File: config.mk
export PLATFORM = sky130hd
export DESIGN_NAME = tm1640_display_flat
export DESIGN_NICKNAME = d
export VERILOG_FILES = /design/src/rtl/tm1640_display_if.sv /design/src/rtl/tm1640_display.sv /design/src/flat_wrapper.sv
export SDC_FILE = /design/constraint.sdc
export NUM_CORES = 1
export LEC_CHECK = 0
export BUFFER_PORTS_ARGS = -buffer_cell sky130_fd_sc_hd__buf_2
export CAP_MARGIN = 20
export CORE_MARGIN = 1.5
export CORE_UTILIZATION = 52
export CTS_CLUSTER_DIAMETER = 200
export DETAILED_ROUTE_END_ITERATION = 10
export PLACE_DENSITY_LB_ADDON = 0.08
export SLEW_MARGIN = 20
export SYNTH_ARGS = -nofsm -noshare
export SYNTH_HDL_FRONTEND = slang
export SYNTH_SLANG_ARGS = --single-unit
File: constraint.sdc
create_clock -name clk -period 3.3 [get_ports clk]
set_input_delay 0.495 -clock clk [delete_from_list [all_inputs] [get_ports clk]]
set_output_delay 0.495 -clock clk [all_outputs]
set_load 0.01 [all_outputs]
File: src/rtl/tm1640_display_if.sv
// Control and bus bundle for tm1640_display: frame request, frame status, the
// two-wire TM1640 bus, and the frame FSM state for observation.
interface tm1640_display_if;
   logic       update;
   logic       busy;
   logic       frame_done;
   logic       tm_clk;
   logic       tm_din;
   logic [1:0] state_dbg;

   modport master (
      output update,
      input  busy, frame_done, tm_clk, tm_din, state_dbg
   );

   modport slave (
      input  update,
      output busy, frame_done, tm_clk, tm_din, state_dbg
   );
endinterface

File: src/rtl/tm1640_display.sv
// TM1640 frame controller: snapshots up to 16 digit positions and streams
// complete frames through the tm1640 byte driver on request or on refresh.

// Byte handshake: data_in/data_stop_bit are held stable while data_latch is
// high; the driver accepts when idle and raises busy the next cycle; the
// requester drops data_latch once it sees busy and waits for busy to fall.
module tm1640 #(
   parameter int CLK_FREQ = 10_000_000
) (
   input  logic       clk,
   input  logic       rst,
   input  logic [7:0] data_in,
   input  logic       data_stop_bit,
   input  logic       data_latch,
   output logic       busy,
   output logic       tm_clk,
   output logic       tm_din
);
   // One bus half-period per microsecond keeps tm_clk at or below 500 kHz.
   localparam int HALF_RAW = CLK_FREQ / 1_000_000;
   localparam int HALF     = (HALF_RAW < 1) ? 1 : HALF_RAW;
   localparam int DIV_W    = (HALF > 1) ? $clog2(HALF) : 1;

   typedef enum logic [2:0] {
      D_IDLE, D_START, D_LOW, D_HIGH, D_TAIL, D_STOP1, D_STOP2
   } drv_state_t;

   drv_state_t       state_q, state_d;
   logic [7:0]       sr_q, sr_d;
   logic             stop_q, stop_d;
   logic [2:0]       bit_q, bit_d;
   logic [DIV_W-1:0] div_q, div_d;
   logic             open_q, open_d;
   logic             clk_q, clk_d;
   logic             din_q, din_d;
   logic             tick;

   assign tick   = (div_q == DIV_W'(HALF - 1));
   assign busy   = (state_q != D_IDLE);
   assign tm_clk = clk_q;
   assign tm_din = din_q;

   always_comb begin
      state_d = state_q;
      sr_d    = sr_q;
      stop_d  = stop_q;
      bit_d   = bit_q;
      open_d  = open_q;
      clk_d   = clk_q;
      din_d   = din_q;
      div_d   = (state_q == D_IDLE || tick) ? '0 : div_q + DIV_W'(1);
      case (state_q)
         D_IDLE: if (data_latch) begin
            sr_d   = data_in;
            stop_d = data_stop_bit;
            bit_d  = '0;
            // Bytes following a stop-less byte continue without a new start.
            if (open_q) begin
               state_d = D_LOW;
               din_d   = data_in[0];
            end else begin
               state_d = D_START;
               din_d   = 1'b0;
            end
         end
         D_START: if (tick) begin
            state_d = D_LOW;
            clk_d   = 1'b0;
            din_d   = sr_q[0];
            open_d  = 1'b1;
         end
         D_LOW: if (tick) begin
            state_d = D_HIGH;
            clk_d   = 1'b1;
         end
         D_HIGH: if (tick) begin
            clk_d = 1'b0;
            if (bit_q == 3'd7) begin
               state_d = D_TAIL;
               if (stop_q) din_d = 1'b0;
            end else begin
               bit_d   = bit_q + 3'd1;
               sr_d    = {1'b0, sr_q[7:1]};
               din_d   = sr_q[1];
               state_d = D_LOW;
            end
         end
         D_TAIL: if (tick) begin
            if (stop_q) begin
               state_d = D_STOP1;
               clk_d   = 1'b1;
            end else begin
               state_d = D_IDLE;
            end
         end
         D_STOP1: if (tick) begin
            din_d   = 1'b1;
            open_d  = 1'b0;
            state_d = D_STOP2;
         end
         D_STOP2: if (tick) state_d = D_IDLE;
         default: state_d = D_IDLE;
      endcase
   end

   always_ff @(posedge clk or posedge rst) begin
      if (rst) begin
         state_q <= D_IDLE;
         sr_q    <= '0;
         stop_q  <= 1'b0;
         bit_q   <= '0;
         div_q   <= '0;
         open_q  <= 1'b0;
         clk_q   <= 1'b1;
         din_q   <= 1'b1;
      end else begin
         state_q <= state_d;
         sr_q    <= sr_d;
         stop_q  <= stop_d;
         bit_q   <= bit_d;
         div_q   <= div_d;
         open_q  <= open_d;
         clk_q   <= clk_d;
         din_q   <= din_d;
      end
   end
endmodule

module tm1640_display #(
   parameter int SYSTEM_CLK = 10_000_000,
   parameter int DIGITS     = 9,
   parameter int REFRESH_HZ = 50
) (
   input  logic                  clk,
   input  logic                  rst_n,
   input  logic [4*DIGITS-1:0]   digits,
   input  logic [8*DIGITS-1:0]   raw_seg,
   input  logic                  raw_mode,
   input  logic [DIGITS-1:0]     dp,
   input  logic [DIGITS-1:0]     blank,
   input  logic [2:0]            brightness,
   input  logic                  display_on,
   tm1640_display_if.slave       bus
);
   localparam bit REFRESH_EN = (REFRESH_HZ > 0);
   localparam int RELOAD     = REFRESH_EN ? SYSTEM_CLK / REFRESH_HZ : 2;
   localparam int REF_W      = (RELOAD > 1) ? $clog2(RELOAD) : 1;
   localparam int IDX_W      = 5;
   localparam logic [IDX_W-1:0] LAST_IDX = IDX_W'(DIGITS + 2);

   typedef enum logic [1:0] {S_IDLE, S_LOAD, S_ACK, S_DONE} state_t;

   state_t           state_q, state_d;
   logic [IDX_W-1:0] idx_q, idx_d;
   logic             latch_q, latch_d;
   logic             busy_q, busy_d;
   logic             done_q, done_d;
   logic             pending_q, pending_d;
   logic             init_q, init_d;
   logic [REF_W-1:0] ref_q, ref_d;
   logic [7:0]       snap_q [DIGITS];
   logic [7:0]       snap_d [DIGITS];
   logic [7:0]       ctrl_q, ctrl_d;
   logic [7:0]       pos_byte [DIGITS];
   logic [7:0]       cur_byte;
   logic             cur_stop;
   logic             start_frame, trigger, expiry;
   logic             drv_rst, drv_busy, drv_clk, drv_din;

   function automatic logic [7:0] hex_seg(input logic [3:0] n);
      case (n)
         4'h0: hex_seg = 8'h3F;  4'h1: hex_seg = 8'h06;
         4'h2: hex_seg = 8'h5B;  4'h3: hex_seg = 8'h4F;
         4'h4: hex_seg = 8'h66;  4'h5: hex_seg = 8'h6D;
         4'h6: hex_seg = 8'h7D;  4'h7: hex_seg = 8'h07;
         4'h8: hex_seg = 8'h7F;  4'h9: hex_seg = 8'h6F;
         4'hA: hex_seg = 8'h77;  4'hB: hex_seg = 8'h7C;
         4'hC: hex_seg = 8'h39;  4'hD: hex_seg = 8'h5E;
         4'hE: hex_seg = 8'h79;  default: hex_seg = 8'h71;
      endcase
   endfunction

   always_comb begin
      for (int i = 0; i < DIGITS; i++) begin
         if (blank[i]) pos_byte[i] = 8'h00;
         else pos_byte[i] = (raw_mode ? raw_seg[8*i +: 8] : hex_seg(digits[4*i +: 4]))
                            | {dp[i], 7'b0};
      end
   end

   always_comb begin
      cur_byte = ctrl_q;
      cur_stop = 1'b1;
      if (idx_q == '0) begin
         cur_byte = 8'h40;
      end else if (idx_q == IDX_W'(1)) begin
         cur_byte = 8'hC0;
         cur_stop = 1'b0;
      end
      for (int i = 0; i < DIGITS; i++) begin
         if (idx_q == IDX_W'(i + 2)) begin
            cur_byte = snap_q[i];
            cur_stop = (i == DIGITS - 1);
         end
      end
   end

   assign expiry  = REFRESH_EN && (ref_q == '0);
   assign trigger = bus.update || expiry || init_q;

   always_comb begin
      state_d     = state_q;
      idx_d       = idx_q;
      latch_d     = latch_q;
      busy_d      = busy_q;
      done_d      = 1'b0;
      pending_d   = pending_q;
      init_d      = init_q;
      snap_d      = snap_q;
      ctrl_d      = ctrl_q;
      start_frame = 1'b0;
      // Counter parks at zero so a late expiry still reads as a trigger.
      ref_d       = (ref_q == '0) ? ref_q : ref_q - REF_W'(1);
      case (state_q)
         S_IDLE: if (trigger || pending_q) start_frame = 1'b1;
         S_LOAD: begin
            latch_d = 1'b1;
            state_d = S_ACK;
         end
         S_ACK: if (drv_busy) begin
            latch_d = 1'b0;
            state_d = S_DONE;
         end
         S_DONE: if (!drv_busy) begin
            if (idx_q == LAST_IDX) begin
               done_d = 1'b1;
               if (trigger || pending_q) start_frame = 1'b1;
               else begin
                  state_d = S_IDLE;
                  busy_d  = 1'b0;
               end
            end else begin
               idx_d   = idx_q + IDX_W'(1);
               state_d = S_LOAD;
            end
         end
         default: state_d = S_IDLE;
      endcase
      if (start_frame) begin
         state_d   = S_LOAD;
         busy_d    = 1'b1;
         idx_d     = '0;
         pending_d = 1'b0;
         init_d    = 1'b0;
         ref_d     = REF_W'(RELOAD - 1);
         snap_d    = pos_byte;
         ctrl_d    = {4'b1000, display_on, brightness};
      end else if (trigger) begin
         pending_d = 1'b1;
      end
   end

   always_ff @(posedge clk or negedge rst_n) begin
      if (!rst_n) begin
         state_q   <= S_IDLE;
         idx_q     <= '0;
         latch_q   <= 1'b0;
         busy_q    <= 1'b0;
         done_q    <= 1'b0;
         pending_q <= 1'b0;
         init_q    <= 1'b1;
         ref_q     <= REF_W'(RELOAD - 1);
         ctrl_q    <= '0;
         for (int i = 0; i < DIGITS; i++) snap_q[i] <= '0;
      end else begin
         state_q   <= state_d;
         idx_q     <= idx_d;
         latch_q   <= latch_d;
         busy_q    <= busy_d;
         done_q    <= done_d;
         pending_q <= pending_d;
         init_q    <= init_d;
         ref_q     <= ref_d;
         ctrl_q    <= ctrl_d;
         snap_q    <= snap_d;
      end
   end

   assign drv_rst = ~rst_n;

   tm1640 #(.CLK_FREQ(SYSTEM_CLK)) u_drv (
      .clk          (clk),
      .rst          (drv_rst),
      .data_in      (cur_byte),
      .data_stop_bit(cur_stop),
      .data_latch   (latch_q),
      .busy         (drv_busy),
      .tm_clk       (drv_clk),
      .tm_din       (drv_din)
   );

   assign bus.busy       = busy_q;
   assign bus.frame_done = done_q;
   assign bus.tm_clk     = drv_clk;
   assign bus.tm_din     = drv_din;
   assign bus.state_dbg  = state_q;
endmodule

File: src/flat_wrapper.sv
// flat-port wrapper written by rule: the top's interface ports become plain ports
module tm1640_display_flat 
#(
   parameter int SYSTEM_CLK = 10_000_000,
   parameter int DIGITS     = 9,
   parameter int REFRESH_HZ = 50
)
  (clk, rst_n, digits, raw_seg, raw_mode, dp, blank, brightness, display_on, bus_update, bus_busy, bus_frame_done, bus_tm_clk, bus_tm_din, bus_state_dbg);
  tm1640_display_if bus_i ();
  input  logic clk;
  input  logic rst_n;
  input  logic [4*DIGITS-1:0] digits;
  input  logic [8*DIGITS-1:0] raw_seg;
  input  logic raw_mode;
  input  logic [DIGITS-1:0] dp;
  input  logic [DIGITS-1:0] blank;
  input  logic [2:0] brightness;
  input  logic display_on;
  input wire logic [$bits(bus_i.update)-1:0] bus_update;
  output wire logic [$bits(bus_i.busy)-1:0] bus_busy;
  output wire logic [$bits(bus_i.frame_done)-1:0] bus_frame_done;
  output wire logic [$bits(bus_i.tm_clk)-1:0] bus_tm_clk;
  output wire logic [$bits(bus_i.tm_din)-1:0] bus_tm_din;
  output wire logic [$bits(bus_i.state_dbg)-1:0] bus_state_dbg;
  assign bus_i.update = bus_update;
  assign bus_busy = bus_i.busy;
  assign bus_frame_done = bus_i.frame_done;
  assign bus_tm_clk = bus_i.tm_clk;
  assign bus_tm_din = bus_i.tm_din;
  assign bus_state_dbg = bus_i.state_dbg;
  tm1640_display #(.SYSTEM_CLK(SYSTEM_CLK), .DIGITS(DIGITS), .REFRESH_HZ(REFRESH_HZ)) u_core (.clk(clk), .rst_n(rst_n), .digits(digits), .raw_seg(raw_seg), .raw_mode(raw_mode), .dp(dp), .blank(blank), .brightness(brightness), .display_on(display_on), .bus(bus_i));
endmodule
==> metrics.txt <==
RSZ-0062 raised after global routing false; post-synth top area share 29.3%; Core Area 18600 um2; FFs w/ async S/R, synth between 90% and 100%; number of fill cells 1661; cells along the critical path inv_1 > ha_1 > nor3b_2 > nand3_2 > or2_1 > a211oi_4 > buf_12 > buf_12 > mux2_2; Final Hold Slack 0.119 ns; Die W 141 um; # placed instances 1382; initial antenna violation count 0; I/O pin total 140; Initial DRT Pass Iterations 5; post-route setup slack between 0.5 and 0.6 ns; vias in the first global route ~8000; total routed wirelength 23900 um; Area growth syn-to-layout 13.9%; top-count cell post-synth dfrtp_1; via count 8315; ANT cells 0; first-pass GRT wire length 40000 um; sequential cell area 3250 um2; Rel. slew slack 48.4%; CP Launch Type flip-flop; clk_lat worst skew 0.42 ns; Syn Inst Count 1067; Max clock buf depth 2; worst vdd ir 0.315 mV; sum of negative setup slack 0 ns; Gate power share approximately 14%; Clk pwr share 45.0%; run status finished, final reports clean; leading register cell type out of synthesis dfrtp_1; GP Congestion 0.927; DR DRC count 0; via density per instance ~5.9; share of layout cells above drive strength 1 26.2%; post-CTS sizing 0; die area 19700 um2; PwrDens 370 nW/um2; PortBufs about 140; Remaining Overflow, GRT 0; Max Slew Vio Count 0; hpwl dp 17700 um; Commonest cells post-synth dfrtp_1 (115), nor2_1 (110), a21oi_1 (90); H-tree levels 4; period utilization a little over four fifths; top post-synthesis cells by area dfrtp_1 (29%), mux2_4 (9.2%), ha_1 (7.3%); largest net degree at the start of global routing 110; Post-Syn Nets 1258; Leakage 0.00509 uW; Die Height 141 um; slew at the pin closest to its max-slew limit between 0.7 and 0.8 ns; Initial Util 52.7%; worst path arrival time 3.09 ns; Pint between 3000 and 4000 uW; Worst Hold Class input pin to async pin; CP Capture Type flip-flop; nets between 1000 and 1500; Post-Syn Area 9830 um2; post-synth top area cell dfrtp_1; Max-Cap Viols 0; clk_skew 0.0120 ns; clock transition at the registers of the reported paths roughly 0.050 ns; final setup fails 0; Seq/Total Area, Yosys about a third; final hold viol count 0; Non-Filler Instances between 1000 and 1500; Avg Cell Area, Syn 9.22 um2; critical setup path kind flip-flop to flip-flop; Switching Share approximately a quarter; DP Worst Slack 0.511 ns; Post-synth EDFFs 0; Data required, critical path 3.60 ns; First DRT Iteration DRCs 582; slowest stage delay, CP 0.37 ns; synth warn 0; critical-path maximum fanout 33; Total GRT Usage 25.0%; sequential share of power 41.1%; Num CTS Buffers 17; routed length per instance ~17 um; upper clock frequency limit 0.359 GHz; Distinct cells, synth 76; TritonCTS clock tree done; clock tree sinks 129; post-layout min period 2.79 ns; P_sw 992 uW; Crit-path slowest cell dfstp_2; CTS root buf clkbuf_16; antenna viol nets, final 0; Placement Rows 50; Post-CTS Hold Fix Bufs 0; critical path's most frequent cell buf_12; area of the multi-input gates between 5000 and 6000 um2; Post-CTS Setup Bufs 0; Seq cells post-synth 129
## registers in the layout, indices dropped and copies added (netlist names)
register               flops
u_core.bus.state_dbg       2
u_core.ctrl_q              5
u_core.init_q              1
u_core.idx_q               5
u_core.u_drv.sr_q          8
u_core.u_drv.open_q        1
u_core.ref_q              18
u_core.bus.busy            1
u_core.pending_q           1
u_core.snap_q             72
u_core.u_drv.tm_din        1
u_core.u_drv.div_q         4
u_core.u_drv.state_q       3
u_core.u_drv.tm_clk        1
u_core.u_drv.bit_q         3
u_core.u_drv.stop_q        1
u_core.latch_q             1
u_core.bus.frame_done      1
## cell type report
| class | instances | area share (%) |
|---|---|---|
| repair buffers | 158 | 8.09 |
| flip-flops and latches | 129 | 29.0 |
| clock buffers | 26 | 4.28 |
| inverters | 59 | 1.98 |
| clock inverters | 6 | 0.961 |
| multi-input cells | 802 | 53.1 |
| well taps | 234 | 2.61 |
## metal layers
layer,up-vias,track usage (%),part of all wire (%)
met2,242,39.1,46
li1,4104,-,-
met3,22,4.65,4.7
met5,-,0,0
met4,0,6.30,1.1
met1,3947,35.9,49
## path summary, 6_finish.rpt
path	start	slack [ns]	depth (start not counted)	end
worst min register to register	u_core.u_drv.div_q[0]	0.49	1	u_core.u_drv.div_q[0]
worst max register to register	u_core.ref_q[0]	0.51	9	u_core.snap_q[39]
worst min-delay path	rst_n	0.12	1	u_core.snap_q[16]
min in group clk	brightness[0]	0.31	2	u_core.ctrl_q[0]
max in group asynchronous	rst_n	2.35	2	u_core.ref_q[11]
worst max-delay path	u_core.ref_q[0]	0.51	9	u_core.snap_q[39]
## power by group through the flow
stage	Sequential, uW	Combinational [uW]	Clock [uW]
floorplan	1700	376	0
global placement	1730	569	0
detailed placement	1730	576	0
CTS	1700	580	1900
global route	1710	651	1990
finish	1700	576	1870
## critical path, delay by kind of cell (launching register included)
kind                       cells  cell delay [ns]
AOI/OAI and AO/OA              1             0.32
adders and majority gates      1             0.15
buffers and inverters          3             0.60
DFF                            1             0.37
muxes                          1             0.36
and+or+nand+nor                3             0.83
## logic make-up (layout without fill, tap and decap cells)
| kind of cell | after synthesis | count (layout) | share of synthesized area [%] |
|---|---|---|---|
| xor+xnor | 16 | 16 | 1.43 |
| compound gates | 313 | 313 | 21.7 |
| flops | 129 | 129 | 33.0 |
| fa+ha+maj | 57 | 57 | 7.25 |
| simple gates | 314 | 314 | 16.1 |
| buf+inv | 136 | 249 | 6.49 |
| mux | 102 | 102 | 14.0 |
## per-stage QoR
stage / total power, uW / area, um2 / utilization (%)
after floorplan: 2080 / 9830 / -
after global routing: 4350 / 11200 / 60.1
after detailed placement: 2300 / 10600 / 56.9
after CTS: 4190 / 11200 / 60.1
final: 4150 / 11200 / 60.1
after global placement: 2300 / 10600 / 56.9
## placed cells by master (no fill, tap or decap), types with 26 or more instances in the layout
cell,netlist,final
o21ai_0,50,50
a221oi_1,26,26
nor2_1,110,110
nand2_1,55,55
nor3_1,34,34
nand2b_1,26,26
mux2_2,29,29
buf_2,3,137
dfrtp_1,115,115
a211oi_1,33,33
inv_1,58,58
mux2_4,60,60
ha_1,57,57
a21oi_1,90,90
No activity file was read; power rests on OpenSTA's default activity.
